## src/rtl/nn_result_stream.sv

```systemverilog
// nn_result_stream
// Classifies each incoming neuron pair (class = neuron1 > neuron0, signed),
// buffers {class, neuron1, neuron0} in a small circular FIFO and emits the
// results as an AXI-stream master with tlast on the final result of a frame.
// A result offered while the buffer is full is dropped and latches o_overflow.
// Optional feature: define NN_RESULT_STATS_EN to add o_class1_count, a
// wrapping count of popped results whose class bit is 1.
module nn_result_stream #(
    parameter int INTEGER_BITS     = 9,
    parameter int FIXED_POINT_BITS = 4,
    parameter int FIFO_DEPTH       = 4,
    parameter int FRAME_RESULTS    = 16
) (
    input  logic                                          axi_clk,
    input  logic                                          axi_reset_n,
    input  logic                                          i_data_valid,
    input  logic [2*(INTEGER_BITS+FIXED_POINT_BITS)-1:0]  i_data,
    output logic                                          i_data_ready,
    output logic                                          o_data_valid,
    output logic [31:0]                                   o_data,
    output logic                                          o_last,
    input  logic                                          o_data_ready,
`ifdef NN_RESULT_STATS_EN
    output logic [15:0]                                   o_class1_count,
`endif
    output logic                                          o_overflow
);

    localparam int W  = INTEGER_BITS + FIXED_POINT_BITS;
    localparam int EW = 2 * W + 1;
    localparam int AW = (FIFO_DEPTH > 1) ? $clog2(FIFO_DEPTH) : 1;
    localparam int FW = (FRAME_RESULTS > 1) ? $clog2(FRAME_RESULTS) : 1;

    localparam logic [AW:0]   DEPTH_C      = (AW + 1)'(FIFO_DEPTH);
    localparam logic [FW-1:0] FRAME_LAST_C = FW'(FRAME_RESULTS - 1);

    // Builds a buffer entry: class bit on top, the raw neuron pair below it.
    // Ties resolve to class 0 because the comparison is strict.
    function automatic logic [EW-1:0] pack_result(input logic [2*W-1:0] pair);
        logic signed [W-1:0] n0;
        logic signed [W-1:0] n1;
        logic                cls;
        n0  = signed'(pair[W-1:0]);
        n1  = signed'(pair[2*W-1:W]);
        cls = (n1 > n0);
        return {cls, pair};
    endfunction

    logic [EW-1:0] mem_q [FIFO_DEPTH];
    logic [EW-1:0] mem_d [FIFO_DEPTH];
    logic [AW-1:0] wr_ptr_q, wr_ptr_d;
    logic [AW-1:0] rd_ptr_q, rd_ptr_d;
    logic [AW:0]   count_q, count_d;
    logic [FW-1:0] frame_q, frame_d;
    logic          overflow_q, overflow_d;
`ifdef NN_RESULT_STATS_EN
    logic [15:0]   class1_q, class1_d;
`endif

    logic          full;
    logic          empty;
    logic          wr_en;
    logic          rd_en;
    logic [EW-1:0] head;

    // Next-state logic: pointers, occupancy, frame position, overflow flag and
    // the buffer write; readiness never depends on a same-cycle pop.
    always_comb begin
        full       = (count_q == DEPTH_C);
        empty      = (count_q == '0);
        wr_en      = i_data_valid && !full;
        rd_en      = !empty && o_data_ready;
        head       = mem_q[rd_ptr_q];

        wr_ptr_d   = wr_ptr_q;
        rd_ptr_d   = rd_ptr_q;
        count_d    = count_q;
        frame_d    = frame_q;
        overflow_d = overflow_q | (i_data_valid & full);
        mem_d      = mem_q;
`ifdef NN_RESULT_STATS_EN
        class1_d   = class1_q;
`endif

        if (wr_en) begin
            mem_d[wr_ptr_q] = pack_result(i_data);
            wr_ptr_d        = wr_ptr_q + AW'(1);
        end

        if (rd_en) begin
            rd_ptr_d = rd_ptr_q + AW'(1);
            frame_d  = (frame_q == FRAME_LAST_C) ? '0 : frame_q + FW'(1);
`ifdef NN_RESULT_STATS_EN
            if (head[EW-1]) begin
                class1_d = class1_q + 16'd1;
            end
`endif
        end

        unique case ({wr_en, rd_en})
            2'b10:   count_d = count_q + (AW + 1)'(1);
            2'b01:   count_d = count_q - (AW + 1)'(1);
            default: count_d = count_q;
        endcase
    end

    // Control state: cleared immediately by reset, independent of the clock.
    always_ff @(posedge axi_clk or negedge axi_reset_n) begin
        if (!axi_reset_n) begin
            wr_ptr_q   <= '0;
            rd_ptr_q   <= '0;
            count_q    <= '0;
            frame_q    <= '0;
            overflow_q <= 1'b0;
`ifdef NN_RESULT_STATS_EN
            class1_q   <= '0;
`endif
        end else begin
            wr_ptr_q   <= wr_ptr_d;
            rd_ptr_q   <= rd_ptr_d;
            count_q    <= count_d;
            frame_q    <= frame_d;
            overflow_q <= overflow_d;
`ifdef NN_RESULT_STATS_EN
            class1_q   <= class1_d;
`endif
        end
    end

    // Buffer storage: data only, its contents are meaningless while empty.
    always_ff @(posedge axi_clk) begin
        mem_q <= mem_d;
    end

    // The head entry is shown only while valid, so o_data reads zero in reset.
    assign i_data_ready = !full;
    assign o_data_valid = !empty;
    assign o_data       = o_data_valid ? 32'(head) : 32'd0;
    assign o_last       = o_data_valid && (frame_q == FRAME_LAST_C);
    assign o_overflow   = overflow_q;
`ifdef NN_RESULT_STATS_EN
    assign o_class1_count = class1_q;
`endif

endmodule

```

## config.mk

```make
export PLATFORM = sky130hd
export DESIGN_NAME = nn_result_stream
export DESIGN_NICKNAME = d
export VERILOG_FILES = /design/src/rtl/nn_result_stream.sv
export SDC_FILE = /design/constraint.sdc
export NUM_CORES = 1
export LEC_CHECK = 0
export CAP_MARGIN = 20
export CORE_ASPECT_RATIO = 1.2
export CORE_MARGIN = 4
export CORE_UTILIZATION = 40
export DETAILED_ROUTE_END_ITERATION = 16
export DONT_BUFFER_PORTS = 1
export PLACE_DENSITY_LB_ADDON = 0.1
export SYNTH_ARGS = -nofsm -noshare
export SYNTH_HDL_FRONTEND = slang
export SYNTH_SLANG_ARGS = --single-unit
```

## constraint.sdc

```tcl
create_clock -name axi_clk -period 1.9 [get_ports axi_clk]
set_input_delay 0.38 -clock axi_clk [delete_from_list [all_inputs] [get_ports axi_clk]]
set_output_delay 0.38 -clock axi_clk [all_outputs]
set_load 0.02 [all_outputs]
```

==> flow_metrics.py, run 1 <==
metrics = {
    "status": {
        "status": "finished with violations",
        "violations": "setup timing",
    },
    "detailed_routing": {
        "antenna_left": 0,
        "drt_wl_total_um": 9910,
        "viasPerCell": 5.01,
        "drt_first_iter_violations": 116,
        "dr.pass1.iters": 4,
        "drc": 0,
        "vias": 2589,
        "avgRoutedWirePerCell_um": 19.2,
    },
    "finish": {
        "num_antenna_cells": 0,
        "multi_input_comb_area_mm2": 0.00144,
        "fin_nets": 393,
        "drive_gt1_share_pct": 30.6,
        "fill_cells": 996,
        "seq_area_mm2": 0.00354,
        "instances_no_fill": 517,
        "area_growth_pct": 24.6,
    },
    "timing": {
        "finalClockSkew_ps": 6.26,
        "worst_pin_slew_ps": 596,
        "fmax_mhz": 451,
        "finalMaxSlewViolations": 0,
        "layout_setup_ws_ps": -319,
        "fin_setup_tns_ps": -7450,
        "hold_violations": 0,
        "rsz0062_at_grt": "true",
        "fin_crit_ps": 2220,
        "timing.max_slew.rel_slack_pct": 60.1,
        "post-route-period-util_pct": 117,
        "finalSetupViolations": 29,
    },
    "synth": {
        "synth_area_leaders": "edfxtp_1, mux4_2, dfrtp_1",
        "ys_seq_elements": 120,
        "ys_seq_area_share_pct": 69.7,
        "synth_edf_count": 108,
        "yosysMostFrequentCell": "edfxtp_1",
        "ys_top_cells_by_count": "edfxtp_1, mux4_2, nor2b_1, inv_1, ha_1",
        "syn_area_per_cell_um2": 17.8,
        "syn_area_mm2": 0.00508,
        "ys_warn_count": 0,
        "synth_top_area_cell": "edfxtp_1",
        "netlist_instances": 285,
        "synth_flop_cell": "edfxtp_1",
        "ys_types": 32,
        "synth_top_area_share_pct": 63.8,
        "async_reset_ff_share_pct": 10.0,
    },
    "placed_design": {
        "hpwl_um": 6080,
        "io_buffers": 0,
        "place_congestion": 0.692,
        "dp_cells": 480,
    },
    "die": {
        "die_w_um": 111,
        "ios": 66,
        "die_h_um": 132,
        "row_count": 44,
        "die_area_mm2": 0.0146,
        "initial_core_util_pct": 41.4,
        "core_area_mm2": 0.0123,
    },
    "worst_setup_path": {
        "worstSetupStartpointType": "register",
        "cp-end-kind": "output port",
        "crit_chain": "buf_12 > mux4_2 > nor2b_1 > buf_4",
        "critPathMaxStageDelay_ps": 520,
        "critical_path_class": "reg -> out",
        "crit_path_top_delay_cell": "mux4_2",
        "worst-path-max-fanout": 18,
        "cp_data_required_time_ps": 1520,
        "cp.arrival_ps": 1840,
    },
    "global_routing": {
        "grt_pass1_wl_um": 15600,
        "antenna_found_initial": 0,
        "grt_usage_pct": 14.4,
        "grt_pass1_vias": 2833,
        "grt_max_degree": 28,
        "grt-ovfl-total": 0,
    },
    "power": {
        "p_leak_nw": 2.33,
        "ir_drop_v": 0.000923,
        "p_per_area_mw_per_mm2": 1740,
    },
    "clock_tree": {
        "cts.sinks": 120,
        "clkTransAtPathRegs_ps": 50,
        "clock_latency_ps": 400,
        "cts_tree": "yes",
        "cts_made_buffers": 17,
        "clk_path_buf_depth": 2,
        "cts_root_buf": "clkbuf_16",
        "ctsHtreeMaxLevel": 4,
    },
    "worst_hold_path": {
        "hp-class": "in -> reg",
    },
    "flow_run": {
        "maxCapViolCount": 0,
    },
}
per-stage QoR:
step	hold slack, ps	area (µm²)	setup WS [ps]	utilization (%)	power [W]
global route	47.3	6330	-407	51.6	0.0116
detailed placement	84.8	5630	-19.0	45.9	0.00781
floorplan	84.4	5100	11.7	-	0.00628
finish	58.1	6330	-319	51.6	0.0110
CTS	38.0	6280	-361	51.1	0.0111
global placement	84.8	5630	16.1	45.9	0.00779
cells by family after synthesis:
logic type	synth area share (%)
buffers and inverters	3.44
adders and majority gates	5.07
and+or+nand+nor	5.91
DFF	69.7
AOI/OAI and AO/OA	2.07
muxes	12.4
other	0.0737
xor gates and xnor gates	1.38
state kept, by name, summed over array words and instances (netlist names):
name,count
count_q,3
rd_ptr_q,2
o_overflow,1
frame_q,4
mem_q,108
wr_ptr_q,2
layout make-up:
cell class              instances  share of cell area (%)
inverters                      21                    1.24
multi-input cells             134                    22.8
flip-flops and latches        120                    56.0
clock inverters                12                    2.09
clock buffers                  20                    6.89
repair buffers                 49                    7.86
well taps                     161                    3.18
path summary, 6_finish.rpt:
check                              from     endpoint  slack (ps)  depth (start not counted)
setup / recovery            rd_ptr_q[0]   o_data[26]        -320                          4
hold / removal             o_data_ready   frame_q[3]          60                          1
setup reg to reg             count_q[0]   count_q[2]          80                         10
hold reg to reg              frame_q[1]   frame_q[1]         510                          2
max in group asynchronous   axi_reset_n  rd_ptr_q[0]        1050                          1
min in group asynchronous   axi_reset_n   frame_q[3]         430                          1
cell usage in the layout (no fill, tap or decap), drive strengths merged:
cell / synthesis / routed
nor2: 6 / 6
clkbuf: 0 / 20
edfxtp: 108 / 108
o41ai: 1 / 1
nor2b: 27 / 27
o21ai: 3 / 3
inv: 21 / 21
nand4: 3 / 3
fa: 1 / 1
a221oi: 1 / 1
mux2: 1 / 1
nand3: 2 / 2
a21o: 1 / 1
buf: 14 / 48
a31o: 1 / 1
xor2: 2 / 2
ha: 19 / 19
and3: 4 / 4
o31ai: 1 / 1
clkinvlp: 0 / 2
dlygate4sd3: 0 / 1
nand2: 12 / 12
bufinv: 0 / 3
xnor2: 6 / 6
o221ai: 1 / 1
clkinv: 0 / 7
nor3: 2 / 2
mux4: 27 / 27
a21oi: 7 / 7
dfrtp: 12 / 12
conb: 1 / 5
mux2i: 1 / 1
power breakdown:
group          switching [W]  total (W)  internal [W]
Combinational        0.00213    0.00418       0.00205
Sequential          0.000230    0.00376       0.00353
Clock                0.00102    0.00305       0.00203
critical path: cells and delay by family (launching register included):
family,cells,cell delay (ps)
multiplexers,1,520
flip-flops,1,390
buffers and inverters,2,360
AND/OR/NAND/NOR,1,160
repair_timing:
| item | CTS | global route |
|---|---|---|
| endpoints found under the setup margin | 29 | 31 |
| resized for setup | 5 | 8 |
| hold endpoints to repair | 12 | 0 |
| pin swaps | 1 | 3 |
| gates cloned | 1 | 0 |
| setup buffers | 1 | 2 |
| hold buffers | 1 | 0 |
metal layers:
layer  vias to the layer above  share of wire [%]  global-route usage, %
met2                        56                 53                   25.2
met1                      1324                 40                   16.2
met5                         -                  0                      0
met4                         0                1.3                   5.34
li1                       1197                  -                      -
met3                        12                5.7                   5.01
(Power assumes the default switching activity.)
==> run 2: changes to the inputs <==
--- a/config.mk
+++ b/config.mk
@@ -6,4 +6,5 @@
 export NUM_CORES = 1
 export LEC_CHECK = 0
+export ABC_AREA = 1
 export CAP_MARGIN = 20
 export CORE_ASPECT_RATIO = 1.2
@@ -12,4 +13,5 @@
 export DETAILED_ROUTE_END_ITERATION = 16
 export DONT_BUFFER_PORTS = 1
+export GPL_ROUTABILITY_DRIVEN = 0
 export PLACE_DENSITY_LB_ADDON = 0.1
 export SYNTH_ARGS = -nofsm -noshare
==> constraint.sdc (replaced) <==
create_clock -name axi_clk -period 1.9 [get_ports axi_clk]
set_input_delay 0.38 -clock axi_clk [delete_from_list [all_inputs] [get_ports axi_clk]]
set_output_delay 0.38 -clock axi_clk [all_outputs]
set_load 0.1 [all_outputs]
==> run 2 against run 1 <==
The flow still finishes with violations (setup timing). Sequential share of layout area is 11 points lower. Count of clock-buffer cells in the layout is the same. Synthesized cell count rose by 61%. Setup slack improved by 96 ps. Critical endpoint is now o_data[16]. Area after synthesis is 3.4% higher. Fmax grew 4.5%. Wire length rose by 36%.
==> flow_metrics.py, run 2 <==
metrics = {
    "status": {
        "status": "finished with violations",
        "violations": "setup timing",
    },
    "worst_setup_path": {
        "crit_path_top_delay_cell": "dfrtp_2",
        "cp-end-kind": "output port",
        "path_common_cell": "buf_12",
        "critical_path_class": "reg -> out",
        "critPathMaxStageDelay_ps": 410,
        "cp_data_required_time_ps": 1520,
        "worst-path-max-fanout": 6,
        "worstSetupStartpointType": "register",
        "critical_path.top_delay_family": "buffers and inverters",
        "cp.arrival_ps": 1740,
        "crit_chain": "buf_12 > clkbuf_16 > nor2_2 > nor2_1 > o21ai_2 > a21oi_4 > buf_12",
        "critPathBufInv": 3,
    },
    "timing": {
        "timing.max_slew.rel_slack_pct": 58.0,
        "finalClockSkew_ps": 9.06,
        "fin_crit_ps": 2120,
        "layout_setup_ws_ps": -223,
        "finalSetupViolations": 27,
        "rsz0062_at_grt": "true",
        "worst_pin_slew_ps": 628,
        "fmax_mhz": 471,
        "hold_violations": 0,
        "finalMaxSlewViolations": 0,
        "post-route-period-util_pct": 112,
        "fin_setup_tns_ps": -5090,
    },
    "placed_design": {
        "io_buffers": 0,
        "hpwl_um": 7770,
        "dpl_worst_slack_ps": 61.3,
    },
    "die": {
        "initial_core_util_pct": 41.1,
        "die_h_um": 134,
        "core_area_mm2": 0.0128,
        "row_count": 45,
        "die_area_mm2": 0.0150,
        "ios": 66,
        "die_w_um": 113,
    },
    "finish": {
        "fin_nets": 582,
        "layout_common_cells": "edfxtp_1, nor2_1, o21ai_2",
        "num_antenna_cells": 0,
        "largest_reg_flops": 108,
        "drive_gt1_share_pct": 42.3,
        "layout_commonest_cell": "edfxtp_1",
        "fin_util_pct": 62.1,
        "largest-register": "mem_q",
        "area_growth_pct": 50.9,
        "reg_top3": "mem_q: 108 flops, frame_q: 4 flops, count_q: 3 flops",
        "fill_cells": 969,
    },
    "detailed_routing": {
        "drc": 0,
        "drt_first_iter_violations": 124,
        "drt_wl_total_um": 13400,
        "avgRoutedWirePerCell_um": 19.0,
        "dr.pass1.iters": 4,
        "vias": 3696,
        "viasPerCell": 5.22,
        "antenna_left": 0,
    },
    "clock_tree": {
        "clk_path_buf_depth": 2,
        "ctsHtreeMaxLevel": 4,
        "cts_root_buf": "clkbuf_16",
        "cts_made_buffers": 17,
        "cts_tree": "yes",
        "clkTransAtPathRegs_ps": 50,
        "cts.sinks": 120,
        "clock_latency_ps": 400,
    },
    "synth": {
        "syn_area_mm2": 0.00526,
        "synth_area_leaders": "edfxtp_1, nor2_1, dfrtp_1",
        "ys_top_cells_by_count": "nor2_1, edfxtp_1, o21ai_1, a21oi_1, inv_1",
        "yosysMostFrequentCell": "nor2_1",
        "synth_top_area_share_pct": 61.7,
        "synth_edf_count": 108,
        "ys_types": 28,
        "netlist_instances": 460,
        "syn_area_per_cell_um2": 11.4,
        "synth_flop_cell": "edfxtp_1",
        "async_reset_ff_share_pct": 10.0,
        "ys_warn_count": 0,
        "ys_seq_area_share_pct": 67.4,
        "ys_seq_elements": 120,
        "synth_top_area_cell": "edfxtp_1",
    },
    "global_routing": {
        "grt_pass1_vias": 3807,
        "antenna_found_initial": 0,
        "grt_pass1_wl_um": 21000,
        "grt_max_degree": 28,
        "grt-ovfl-total": 0,
        "grt_usage_pct": 18.3,
    },
    "worst_hold_path": {
        "hp-class": "in -> reg",
    },
    "flow_run": {
        "maxCapViolCount": 0,
    },
}
==> run 2: cell count changes in the layout (fill, tap and decap cells not counted), sizes merged, moves of 19 or more <==
cell,change
inv,+19
a21oi,+27
nor2,+117
nor2b,-27
mux4,-27
o21ai,+54
==> run 2: metrics by stage <==
stage                     cell area [µm²]  hold WS [ps]  instances
after detailed placement             6460          85.0        654
after floorplan                      5680          84.4        464
final                                7930          67.6        708
after global placement               6460          84.9        654
after CTS                            7700          53.1        700
after global routing                 7930          45.5        708
==> run 2: layer usage <==
| metal | track usage [%] | part of all wire [%] | vias to the layer above |
|---|---|---|---|
| li1 | - | - | 1726 |
| met5 | 0 | 0 | - |
| met2 | 31.8 | 53 | 103 |
| met1 | 22.4 | 41 | 1850 |
| met3 | 5.00 | 4.9 | 17 |
| met4 | 5.21 | 1.2 | 0 |
==> run 2: cell type report <==
cell class	count	area (µm²)	share of cell area, %
flip-flops and latches	120	3550	44.7
well taps	164	205	2.59
repair inverters	2	36.3	0.457
repair buffers	70	1170	14.7
inverters	38	181	2.29
clock inverters	11	108	1.36
clock buffers	20	437	5.50
multi-input cells	283	2250	28.4
==> run 2: path summary, 6_finish.rpt <==
path / slack (ps) / cells after the start / startpoint / to
hold / removal: 70 / 0 / i_data[25] / mem_q[25]
hold reg to reg: 500 / 1 / frame_q[2] / frame_q[2]
max in group asynchronous: 1010 / 1 / axi_reset_n / rd_ptr_q[0]
min in group asynchronous: 440 / 1 / axi_reset_n / frame_q[3]
setup / recovery: -220 / 7 / rd_ptr_q[0] / o_data[16]
setup reg to reg: 30 / 11 / count_q[0] / count_q[2]
==> run 2: logic make-up after synthesis <==
logic type	synth area share [%]
simple gates	12.1
flops	67.4
compound gates	8.95
buf+inv	5.71
fa+ha+maj	4.90
xor+xnor	0.833
other cells	0.0713
==> run 2: repair_timing <==
action | in CTS | in global routing
setup buffers | 8 | 4
setup endpoints to repair | 28 | 29
hold buffers | 1 | 0
endpoints found under the hold margin | 12 | 0
pin swaps | 35 | 24
gates resized for setup | 133 | 31
cloned | 6 | 4
Power of run 2 is not shown: default switching activity piles up to over one toggle a cycle in this logic, so the estimate is an artifact.
